### src/rtl/mem_port_arbiter_pkg.sv
// Shared types and constants for the unified-memory port arbiter.
package mem_port_arbiter_pkg;

  localparam int unsigned XLEN_DEFAULT       = 32;
  localparam int unsigned STARVE_MAX_DEFAULT = 4;
  localparam int unsigned STARVE_W           = 4;
  localparam int unsigned STRB_W             = 4;

  typedef enum logic {
    OWNER_I = 1'b0,
    OWNER_D = 1'b1
  } mem_owner_e;

endpackage

### src/rtl/mem_port_arbiter_if.sv
// Bundle of the fetch port, load/store port and unified-memory port around the arbiter.
interface mem_port_arbiter_if #(
  parameter int unsigned XLEN = mem_port_arbiter_pkg::XLEN_DEFAULT
);
  import mem_port_arbiter_pkg::*;

  logic              i_req;
  logic [XLEN-1:0]   i_addr;
  logic              i_gnt;
  logic              i_rvalid;
  logic [XLEN-1:0]   i_rdata;

  logic              d_req;
  logic              d_we;
  logic [XLEN-1:0]   d_addr;
  logic [STRB_W-1:0] d_wstrb;
  logic [XLEN-1:0]   d_wdata;
  logic              d_gnt;
  logic              d_rvalid;
  logic [XLEN-1:0]   d_rdata;

  logic [XLEN-1:0]   m_addr;
  logic              m_ren;
  logic              m_wen;
  logic [STRB_W-1:0] m_wstrb;
  logic [XLEN-1:0]   m_wdata;
  logic [XLEN-1:0]   m_rdata;

  // Arbiter side.
  modport slave (
    input  i_req, i_addr, d_req, d_we, d_addr, d_wstrb, d_wdata, m_rdata,
    output i_gnt, i_rvalid, i_rdata, d_gnt, d_rvalid, d_rdata,
    output m_addr, m_ren, m_wen, m_wstrb, m_wdata
  );

  // Core requesters plus memory.
  modport master (
    output i_req, i_addr, d_req, d_we, d_addr, d_wstrb, d_wdata, m_rdata,
    input  i_gnt, i_rvalid, i_rdata, d_gnt, d_rvalid, d_rdata,
    input  m_addr, m_ren, m_wen, m_wstrb, m_wdata
  );

endinterface

### src/rtl/mem_port_arbiter.sv
// Shares one memory port between fetch (I) and load/store (D); D has priority,
// bounded by a starvation guard, and read responses are routed back to their owner.
module mem_port_arbiter
  import mem_port_arbiter_pkg::*;
#(
  parameter int unsigned STARVE_MAX = STARVE_MAX_DEFAULT
) (
  input  logic              clk,
  input  logic              rst,
  mem_port_arbiter_if.slave bus
);

  localparam logic [STARVE_W-1:0] STARVE_LIM = STARVE_W'(STARVE_MAX);

  logic [STARVE_W-1:0] starve_cnt_q, starve_cnt_d;
  logic                rd_pend_q, rd_pend_d;
  mem_owner_e          rd_owner_q, rd_owner_d;
  logic                grant_i, grant_d, read_grant;

  // D wins unless I has already watched STARVE_MAX D grants in a row.
  always_comb begin
    grant_i = 1'b0;
    grant_d = 1'b0;
    if (!rst) begin
      if (bus.d_req && (!bus.i_req || (starve_cnt_q < STARVE_LIM))) begin
        grant_d = 1'b1;
      end else if (bus.i_req) begin
        grant_i = 1'b1;
      end
    end
    read_grant = grant_i | (grant_d & ~bus.d_we);
  end

  always_comb begin
    bus.m_addr  = bus.d_addr;
    bus.m_wdata = bus.d_wdata;
    bus.m_wstrb = '0;
    bus.m_ren   = 1'b0;
    bus.m_wen   = 1'b0;
    if (grant_i) begin
      bus.m_addr = bus.i_addr;
      bus.m_ren  = 1'b1;
    end else if (grant_d) begin
      bus.m_ren   = ~bus.d_we;
      bus.m_wen   = bus.d_we;
      bus.m_wstrb = bus.d_wstrb;
    end
  end

  always_comb begin
    starve_cnt_d = starve_cnt_q;
    if (grant_i || !bus.i_req) begin
      starve_cnt_d = '0;
    end else if (grant_d) begin
      starve_cnt_d = (starve_cnt_q >= STARVE_LIM) ? STARVE_LIM
                                                  : starve_cnt_q + STARVE_W'(1);
    end

    rd_pend_d  = read_grant;
    rd_owner_d = rd_owner_q;
    if (read_grant) begin
      rd_owner_d = grant_d ? OWNER_D : OWNER_I;
    end
  end

  always_ff @(posedge clk or posedge rst) begin
    if (rst) begin
      starve_cnt_q <= '0;
      rd_pend_q    <= 1'b0;
      rd_owner_q   <= OWNER_I;
    end else begin
      starve_cnt_q <= starve_cnt_d;
      rd_pend_q    <= rd_pend_d;
      rd_owner_q   <= rd_owner_d;
    end
  end

  assign bus.i_gnt    = grant_i;
  assign bus.d_gnt    = grant_d;
  assign bus.i_rvalid = rd_pend_q & (rd_owner_q == OWNER_I);
  assign bus.d_rvalid = rd_pend_q & (rd_owner_q == OWNER_D);
  assign bus.i_rdata  = bus.m_rdata;
  assign bus.d_rdata  = bus.m_rdata;

endmodule

### src/flat_wrapper.sv
// flat-port wrapper written by rule: the top's interface ports become plain ports
module mem_port_arbiter_flat import mem_port_arbiter_pkg::*;
#(
  parameter int unsigned STARVE_MAX = STARVE_MAX_DEFAULT
)
  (clk, rst, bus_i_req, bus_i_addr, bus_d_req, bus_d_we, bus_d_addr, bus_d_wstrb, bus_d_wdata, bus_m_rdata, bus_i_gnt, bus_i_rvalid, bus_i_rdata, bus_d_gnt, bus_d_rvalid, bus_d_rdata, bus_m_addr, bus_m_ren, bus_m_wen, bus_m_wstrb, bus_m_wdata);
  mem_port_arbiter_if #(.XLEN((32))) bus_i ();
  input  logic clk;
  input  logic rst;
  input wire logic [$bits(bus_i.i_req)-1:0] bus_i_req;
  input wire logic [$bits(bus_i.i_addr)-1:0] bus_i_addr;
  input wire logic [$bits(bus_i.d_req)-1:0] bus_d_req;
  input wire logic [$bits(bus_i.d_we)-1:0] bus_d_we;
  input wire logic [$bits(bus_i.d_addr)-1:0] bus_d_addr;
  input wire logic [$bits(bus_i.d_wstrb)-1:0] bus_d_wstrb;
  input wire logic [$bits(bus_i.d_wdata)-1:0] bus_d_wdata;
  input wire logic [$bits(bus_i.m_rdata)-1:0] bus_m_rdata;
  output wire logic [$bits(bus_i.i_gnt)-1:0] bus_i_gnt;
  output wire logic [$bits(bus_i.i_rvalid)-1:0] bus_i_rvalid;
  output wire logic [$bits(bus_i.i_rdata)-1:0] bus_i_rdata;
  output wire logic [$bits(bus_i.d_gnt)-1:0] bus_d_gnt;
  output wire logic [$bits(bus_i.d_rvalid)-1:0] bus_d_rvalid;
  output wire logic [$bits(bus_i.d_rdata)-1:0] bus_d_rdata;
  output wire logic [$bits(bus_i.m_addr)-1:0] bus_m_addr;
  output wire logic [$bits(bus_i.m_ren)-1:0] bus_m_ren;
  output wire logic [$bits(bus_i.m_wen)-1:0] bus_m_wen;
  output wire logic [$bits(bus_i.m_wstrb)-1:0] bus_m_wstrb;
  output wire logic [$bits(bus_i.m_wdata)-1:0] bus_m_wdata;
  assign bus_i.i_req = bus_i_req;
  assign bus_i.i_addr = bus_i_addr;
  assign bus_i.d_req = bus_d_req;
  assign bus_i.d_we = bus_d_we;
  assign bus_i.d_addr = bus_d_addr;
  assign bus_i.d_wstrb = bus_d_wstrb;
  assign bus_i.d_wdata = bus_d_wdata;
  assign bus_i.m_rdata = bus_m_rdata;
  assign bus_i_gnt = bus_i.i_gnt;
  assign bus_i_rvalid = bus_i.i_rvalid;
  assign bus_i_rdata = bus_i.i_rdata;
  assign bus_d_gnt = bus_i.d_gnt;
  assign bus_d_rvalid = bus_i.d_rvalid;
  assign bus_d_rdata = bus_i.d_rdata;
  assign bus_m_addr = bus_i.m_addr;
  assign bus_m_ren = bus_i.m_ren;
  assign bus_m_wen = bus_i.m_wen;
  assign bus_m_wstrb = bus_i.m_wstrb;
  assign bus_m_wdata = bus_i.m_wdata;
  mem_port_arbiter #(.STARVE_MAX(STARVE_MAX)) u_core (.clk(clk), .rst(rst), .bus(bus_i));
endmodule
### config.mk
export PLATFORM = sky130hd
export DESIGN_NAME = mem_port_arbiter_flat
export DESIGN_NICKNAME = d
export VERILOG_FILES = /design/src/rtl/mem_port_arbiter_pkg.sv /design/src/rtl/mem_port_arbiter_if.sv /design/src/rtl/mem_port_arbiter.sv /design/src/flat_wrapper.sv
export SDC_FILE = /design/constraint.sdc
export NUM_CORES = 1
export LEC_CHECK = 0
export BUFFER_PORTS_ARGS = -buffer_cell sky130_fd_sc_hd__buf_2
export CAP_MARGIN = 20
export CORE_AREA = 2 2 108 110
export DETAILED_ROUTE_END_ITERATION = 6
export DIE_AREA = 0 0 110 112
export GPL_TIMING_DRIVEN = 0
export SETUP_SLACK_MARGIN = 0.5
export SLEW_MARGIN = 30
export SYNTH_ARGS = -nofsm -noshare
export SYNTH_HDL_FRONTEND = slang
export SYNTH_SLANG_ARGS = --single-unit
export TNS_END_PERCENT = 50
### constraint.sdc
create_clock -name clk -period 2.3 [get_ports clk]
set_input_delay 0.46 -clock clk [delete_from_list [all_inputs] [get_ports clk]]
set_output_delay 0.46 -clock clk [all_outputs]
set_load 0.05 [all_outputs]
# After elaboration in Yosys (flattened, before gate mapping)
# Cells that the tools add are included.
word_totals:
  register_bits: 6
  output_inout_bits: 138
  in_bits: 137
  word_cells: 33
classes:
  n_addsub: 1
  reduce_logical: 5
  magnitude_cmp: 2
  muxes: 16
  bitwise: 6
ops:
  columns: ["cell", "count"]
  rows:
  - ["$mux W32", 1]
  - ["$mux W4", 5]
  - ["$mux W1", 10]
  - ["$add A4 B1 Y4 const B", 1]
  - ["$ge A4 B3 Y1 const B", 1]
  - ["$lt A4 B3 Y1 const B", 1]
  - ["$and A1 B1 Y1", 3]
  - ["$logic_or A1 B1 Y1", 2]
  - ["$not A1 Y1", 2]
  - ["$reduce_bool A2 Y1", 1]
  - ["$logic_and A1 B1 Y1", 1]
  - ["$logic_not A1 Y1", 1]
  - ["$or A1 B1 Y1", 1]

# Longest topological paths before layout
# Gate-level depths: netlist (run 1).
logic_depth:
  word_depth: 7
  ltp_mapped: 4
  mapped_depth_nobuf: 3

# Worst setup path before layout (run 1)
# OpenSTA, ideal clock, no wires.
synth_path:
  path_kind: "register to output"
  start: "reg u_core.starve_cnt_q[2]"
  end: "out bus_m_ren"
  path_buffers: 0
  t_required_ns: 1.840
  path_stages_with_launch: 4
  arrival_time_ns: 1.972
  slack_ns: -0.132
  path_cell_list: "dfrtp_1 o21ai_0 nand2_1 o21ai_0"
synth_via:
  elab_chain_cells: 7
  elab_cells_between_ends: 9
  cone_classes: "order compare (1); mux (6); reduce/logical (2)"
synth_rtl:
  columns: ["element", "line_no", "rtl"]
  rows:
  - ["start: declaration", "mem_port_arbiter.sv:15", "logic [STARVE_W-1:0] starve_cnt_q, starve_cnt_d;"]
  - ["start signal: assignment", "mem_port_arbiter.sv:72", "starve_cnt_q <= starve_cnt_d;"]
  - ["$lt A4 B3 Y1 (*)", "mem_port_arbiter.sv:25", "if (bus.d_req && (!bus.i_req || (starve_cnt_q < STARVE_LIM))) begin"]
  - ["$logic_or A1 B1 Y1 (*)", "mem_port_arbiter.sv:25", null]
  - ["$logic_and A1 B1 Y1 (*)", "mem_port_arbiter.sv:25", null]
  - ["$mux W1", "mem_port_arbiter.sv:25", null]
  - ["$mux W1", "mem_port_arbiter.sv:24", "if (!rst) begin"]
  - ["$mux W1", "mem_port_arbiter.sv:43", "end else if (grant_d) begin"]
  - ["$mux W1 (*)", "mem_port_arbiter.sv:40", "if (grant_i) begin"]
  - ["end: declaration", "flat_wrapper.sv:25", "output wire logic [$bits(bus_i.m_ren)-1:0] bus_m_ren;"]
# Every way passes the cells marked *; elsewhere a longest branch is shown, timed or not.

# Worst setup path in the final report (run 1)
layout_path:
  start: "reg u_core.starve_cnt_q[2]"
  end: "out bus_m_addr[8]"
layout_via:
  elab_chain_cells: 6
layout_rtl:
  columns: ["element", "line_no", "rtl"]
  rows:
  - ["$lt A4 B3 Y1", "mem_port_arbiter.sv:25", null]
  - ["$logic_or A1 B1 Y1", "mem_port_arbiter.sv:25", null]
  - ["$logic_and A1 B1 Y1", "mem_port_arbiter.sv:25", null]
  - ["$mux W1", "mem_port_arbiter.sv:25", null]
  - ["$mux W1", "mem_port_arbiter.sv:24", null]
  - ["$mux W32", "mem_port_arbiter.sv:40", null]
  - ["end: declaration", "flat_wrapper.sv:24", "output wire logic [$bits(bus_i.m_addr)-1:0] bus_m_addr;"]
# No other way between the ends.

==> metrics.txt, run 1 <==
status finished clean; area delta synth->final 107.9%; RePlAce Congestion 0.7133; switching share of power 48.59%; Primary FF master, synth dfrtp_1; IO Count 275; combinational power share 72.4%; final hold viol count 0; met3 Usage GRT 1.932%; DR vias 1,810; Port Buffer Count 210; maximum net fanout on the critical path 10; VDD IR max 170.8 uV; CTS clock-pin slew for the worst setup and hold paths 0.03 ns; share of the synthesized area in the top cell type 45.35%; vias in the first global route 1,644; non-filler cells, final 525; leading area contributor after synthesis buf_4; core area 0.01117 sq mm; CTS H-Tree Depth 1; post-synth cell types 21; MaxCap Viol Count 0; ys async rst share 100.0%; GRT met2 Usage 14.68%; layout cells sized above 1 92.41%; Slew Limit Headroom 66.95%; register area share after synthesis 9.449%; Hold Path Class primary input to asynchronous set/reset pin; CTS max path bufs 2; Area contributors post-synth buf_4 45%, mux2_4 26%, dfrtp_1 9.4%, buf_12 3.8%, mux2_2 3.5%; antenna-violating nets left 0; TritonCTS clock tree done; fin nets 522; clock share of power 19.6%; initial antenna violation count 0; DIE AREA 0.01232 sq mm; nature of the critical path endpoint output port; sequential share of power 8.0%; drt pass-1 iters 4; total gr overflow 0; die height 112 um; Die W 110 um; Routed WL 5342 um; Pwr Density 431.9 mW/mm^2; Setup Skew 0.00006209 ns; Sink Count 6; first-pass GRT wire length 7086 um; Leak Pwr 1.995 nW; Antenna Diode Count 0; Via density 3.448; syn_nets 303; Crit Path Class flip-flop to output port; DR iter-0 viols 18; WP data required 1.84 ns; unrepaired setup endpoints after global routing yes; largest net degree at the start of global routing 11; DRC 0; GRT busiest layer met2; EDFF count, synth 0; # fillers 1,183; most common cell in the netlist buf_4; met1 usage 6.994%; Initial Util 14.22%; crit path launch type flip-flop; Post-Place Cells 518; Num CTS Buffers 3; All-Layer GR Usage 7.196%; Syn Inst Count 165; root buffer cell clkbuf_16; Sw Pwr 0.6933 mW; arrival time worst endpoint 1.84 ns; fmax 0.4354 GHz; Mean Syn Cell Area 9.630 sq um; period utilisation layout 99.86%; detailed placer's ending HPWL 4607 um; overall power 1.427 mW; Commonest cells post-synth 96 x buf_4, 27 x mux2_4, 6 x and3_1, 6 x dfrtp_1, 5 x mux2_2; worst slew pin tran 0.4906 ns; YS warnings 0; routed wire length per instance 10.18 um; # rows 39; min cycle time layout 2.297 ns; final setup vio count 0; Cell Area, Synth 0.001589 sq mm; FF+latch count, synth 6; max-slew violations 0; clock insertion delay at the later pin of the skew report 0.23 ns; internal power 0.7334 mW; hold buffers post-CTS 0
[power groups by stage]
stage	clock (mW)	sequential [mW]	combinational, mW
2_1_floorplan	0	0.115	0.737
3_3_place_gp	0	0.116	0.919
3_5_place_dp	0	0.116	0.926
4_1_cts	0.285	0.115	1.03
5_1_grt	0.291	0.115	1.07
6_report	0.279	0.115	1.03
[cell families (layout without fill, tap and decap cells)]
group	count (synthesis)	count (layout)	share of synthesized area [%]
AOI/OAI and AO/OA	6	6	2.598
adders and majority gates	1	1	0.7873
buffers and inverters	102	319	49.84
DFF	6	6	9.449
muxes	32	32	29.05
and+or+nand+nor	18	18	8.268
[per-layer routing]
layer,up-vias,routed length [um]
met5,-,0
met4,0,23
met3,4,659
met2,121,2960
met1,802,1698
li1,883,-
[placed cells by master, fill, tap and decap left out, types with 6 or more instances in the layout]
master / count
dfrtp_1: 6
buf_4: 97
buf_8: 29
and3_1: 6
buf_6: 7
mux2_4: 32
buf_2: 176
[worst paths after layout]
| path | startpoint | endpoint | slack (ns) | cells past startpoint |
|---|---|---|---|---|
| min in group clk | bus_d_we | u_core.rd_owner_q | 0.46 | 2 |
| min reg2reg | u_core.rd_owner_q | u_core.rd_owner_q | 0.51 | 1 |
| max | u_core.starve_cnt_q[2] | bus_m_addr[8] | 0.003 | 5 |
| max in group asynchronous | rst | u_core.rd_owner_q | 1.90 | 2 |
| min | rst | u_core.starve_cnt_q[1] | 0.21 | 2 |
| max reg2reg | u_core.starve_cnt_q[2] | u_core.rd_owner_q | 0.80 | 6 |
[registers in the layout, indices dropped and copies added, names as in the netlist]
register,flops
u_core.rd_pend_q,1
u_core.rd_owner_q,1
u_core.starve_cnt_q,4
[per-stage QoR]
| step | setup TNS (ns) | utilization [%] | worst slack [ns] | hold slack (ns) | instance area, sq um |
|---|---|---|---|---|---|
| CTS | -0.06957 | 29.12 | -0.01656 | 0.2159 | 3254 |
| global route | -0.6544 | 29.56 | -0.04271 | 0.2410 | 3303 |
| global placement | 0 | 25.26 | 0.05275 | 0.4375 | 2823 |
| floorplan | 0 | - | 0.3417 | 0.2510 | 1593 |
| detailed placement | 0 | 25.26 | 0.05181 | 0.4512 | 2823 |
| finish | 0 | 29.56 | 0.003277 | 0.2113 | 3303 |
[area by class of cell]
cell class / count / area, sq um / share of cell area, %
repair buffers: 214 / 1430 / 43.30
plain buffers: 99 / 780.7 / 23.64
multi-input cells: 57 / 676.9 / 20.49
well taps: 143 / 178.9 / 5.417
flip-flops and latches: 6 / 150.1 / 4.545
clock buffers: 3 / 75.07 / 2.273
inverters: 3 / 11.26 / 0.3409
[repair_timing]
item | CTS | global route
pin swaps | 2 | 2
gates resized for setup | 95 | 11
buffers inserted | 2 | 1
cloned | 1 | 0
endpoints found under the hold margin | 0 | 0
setup endpoints to repair | 40 | 40
[critical path, cell delays in order, from the launching register on]
cell	delay, ns
dfrtp_1	0.39
or3b_4	0.45
nand2_8	0.13
buf_12	0.16
mux2_4	0.32
buf_6	0.16
Note: power is estimated with default switching activity, not from simulation.
==> run 2, diff against run 1 <==
Clock period 2.3 ns to 2 ns, I/O delays scaled along.
==> run 2 against run 1 <==
  * The run now ends with setup timing left
  * First-iteration DRC count is 11% higher
  * Cell count is 0.38% higher
  * Wire length is 8.5% higher
  * Via count is 1.4% higher
  * Utilization is 0.34 points higher
  * Critical path type unchanged
  * Critical endpoint is now bus_m_addr[23]
==> metrics.txt, run 2 (synthesis results as in run 1) <==
register area 150.1 sq um; overall power 1.634 mW; worst slew pin tran 0.3348 ns; CTS H-Tree Depth 1; Antenna Diode Count 0; Hold Path Class primary input to asynchronous set/reset pin; most frequent cells in the layout 170 x buf_2, 98 x buf_4, 32 x mux2_4, 32 x buf_6, 10 x buf_8; status finished with violations; layout cells sized above 1 94.53%; DRC 0; Worst Slack Setup Final -0.2442 ns; final setup vio count 34; Setup Skew 0.001602 ns; Largest Register u_core.starve_cnt_q; arrival time worst endpoint 1.84 ns; min cycle time layout 2.244 ns; die height 112 um; All-Layer GR Usage 8.118%; routed wire length per instance 10.99 um; VDD IR max 493.8 uV; # rows 39; crit path launch type flip-flop; CP max stage delay 0.44 ns; root buffer cell clkbuf_16; drt pass-1 iters 3; TritonCTS clock tree done; Sink Count 6; WP data required 1.60 ns; IO Count 275; core area 0.01117 sq mm; Setup crit start u_core.starve_cnt_q[2]; Setup WS pre-CTS -0.1335 ns; final hold slack 0.1573 ns; Pwr Density 489.1 mW/mm^2; Initial Util 14.22%; clock insertion delay at the later pin of the skew report 0.23 ns; Largest register FFs 4; vias in the first global route 1,786; CTS clock-pin slew for the worst setup and hold paths 0.03 ns; most common cell after layout, fill and taps aside buf_2; fmax 0.4456 GHz; critical path capture point bus_m_addr[23]; CP max stage cell or3b_4; R2R cell count 5; Routed WL 5794 um; period utilisation layout 112.2%; r2r startpoint u_core.starve_cnt_q[2]; multi-input logic area 718.2 sq um; final core occ 29.90%; initial antenna violation count 0; area delta synth->final 110.2%; Die W 110 um; Num CTS Buffers 3; Post-Place Cells 518; fin nets 524; CTS max path bufs 2; DR vias 1,836; Port Buffer Count 210; reg-to-reg endpoint u_core.rd_owner_q; DR iter-0 viols 20; first-pass GRT wire length 7859 um; maximum net fanout on the critical path 5; Crit Path Class flip-flop to output port; routed wl met3 623 um; top flop regs u_core.starve_cnt_q (4), u_core.rd_owner_q (1), u_core.rd_pend_q (1); unrepaired setup endpoints after global routing yes; final hold viol count 0; total gr overflow 0; # fillers 1,187; detailed placer's ending HPWL 4958 um; RePlAce Congestion 0.6872; largest net degree at the start of global routing 11; failing checks setup timing; DR WL met2 3562 um; antenna-violating nets left 0; Leak Pwr 1.987 nW; DR top layer met4; crit-path cells or3b_4 -> nand2_8 -> buf_12 -> buf_16 -> mux2_4 -> buf_8; Slew Limit Headroom 77.58%; Via density 3.484; nature of the critical path endpoint output port; DIE AREA 0.01232 sq mm; MaxCap Viol Count 0; Reg2Reg Setup Slack 0.62 ns; non-filler cells, final 527; Metal-1 WL 1590 um; max-slew violations 0
run 2: final cells by class:
class                           instances  area share [%]
Buffer                                 99           23.37
Clock buffer                            3           2.247
Inverter                                3          0.4120
Multi-Input combinational cell         57           21.50
Sequential cell                         6           4.494
Tap cell                              143           5.356
Timing Repair Buffer                  216           42.62
run 2: worst min path at each step:
stage	start	endpoint	slack [ns]	cells after the start
floorplan	rst	u_core.rd_owner_q	0.19	1
global placement	rst	u_core.starve_cnt_q[1]	0.38	2
detailed placement	rst	u_core.starve_cnt_q[1]	0.39	2
CTS	rst	u_core.starve_cnt_q[1]	0.16	2
global route	rst	u_core.starve_cnt_q[1]	0.19	2
finish	rst	u_core.starve_cnt_q[3]	0.16	2
run 2: per-layer routing:
metal  GRT usage [%]  vias to the layer above
li1                -                      887
met5               0                        -
met1           6.796                      827
met4           1.603                        0
met3           1.464                        2
met2           18.24                      120
run 2: through the flow:
step / setup TNS, ns / instance area, sq um
after floorplan: 0 / 1600
after global placement: -3.238 / 2830
after detailed placement: -3.266 / 2830
after CTS: -6.903 / 3299
after global routing: -7.666 / 3341
final: -6.014 / 3341
run 2: repair_timing:
item,CTS,global route
setup endpoints to repair,40,40
cloned,1,0
pin swaps,7,7
hold buffers,0,0
resized for setup,99,11
setup buffers,5,0
run 2: critical path: cells and delay by family, from the launching register on:
family                 cells  cell delay, ns
AND/OR/NAND/NOR            2            0.56
flip-flops                 1            0.37
multiplexers               1            0.30
buffers and inverters      3            0.37
run 2: where the power goes:
group / switching, mW / total, mW / internal (mW)
logic: 0.731 / 1.18 / 0.447
clock network: 0.0656 / 0.322 / 0.256
registers: 0.00490 / 0.133 / 0.128
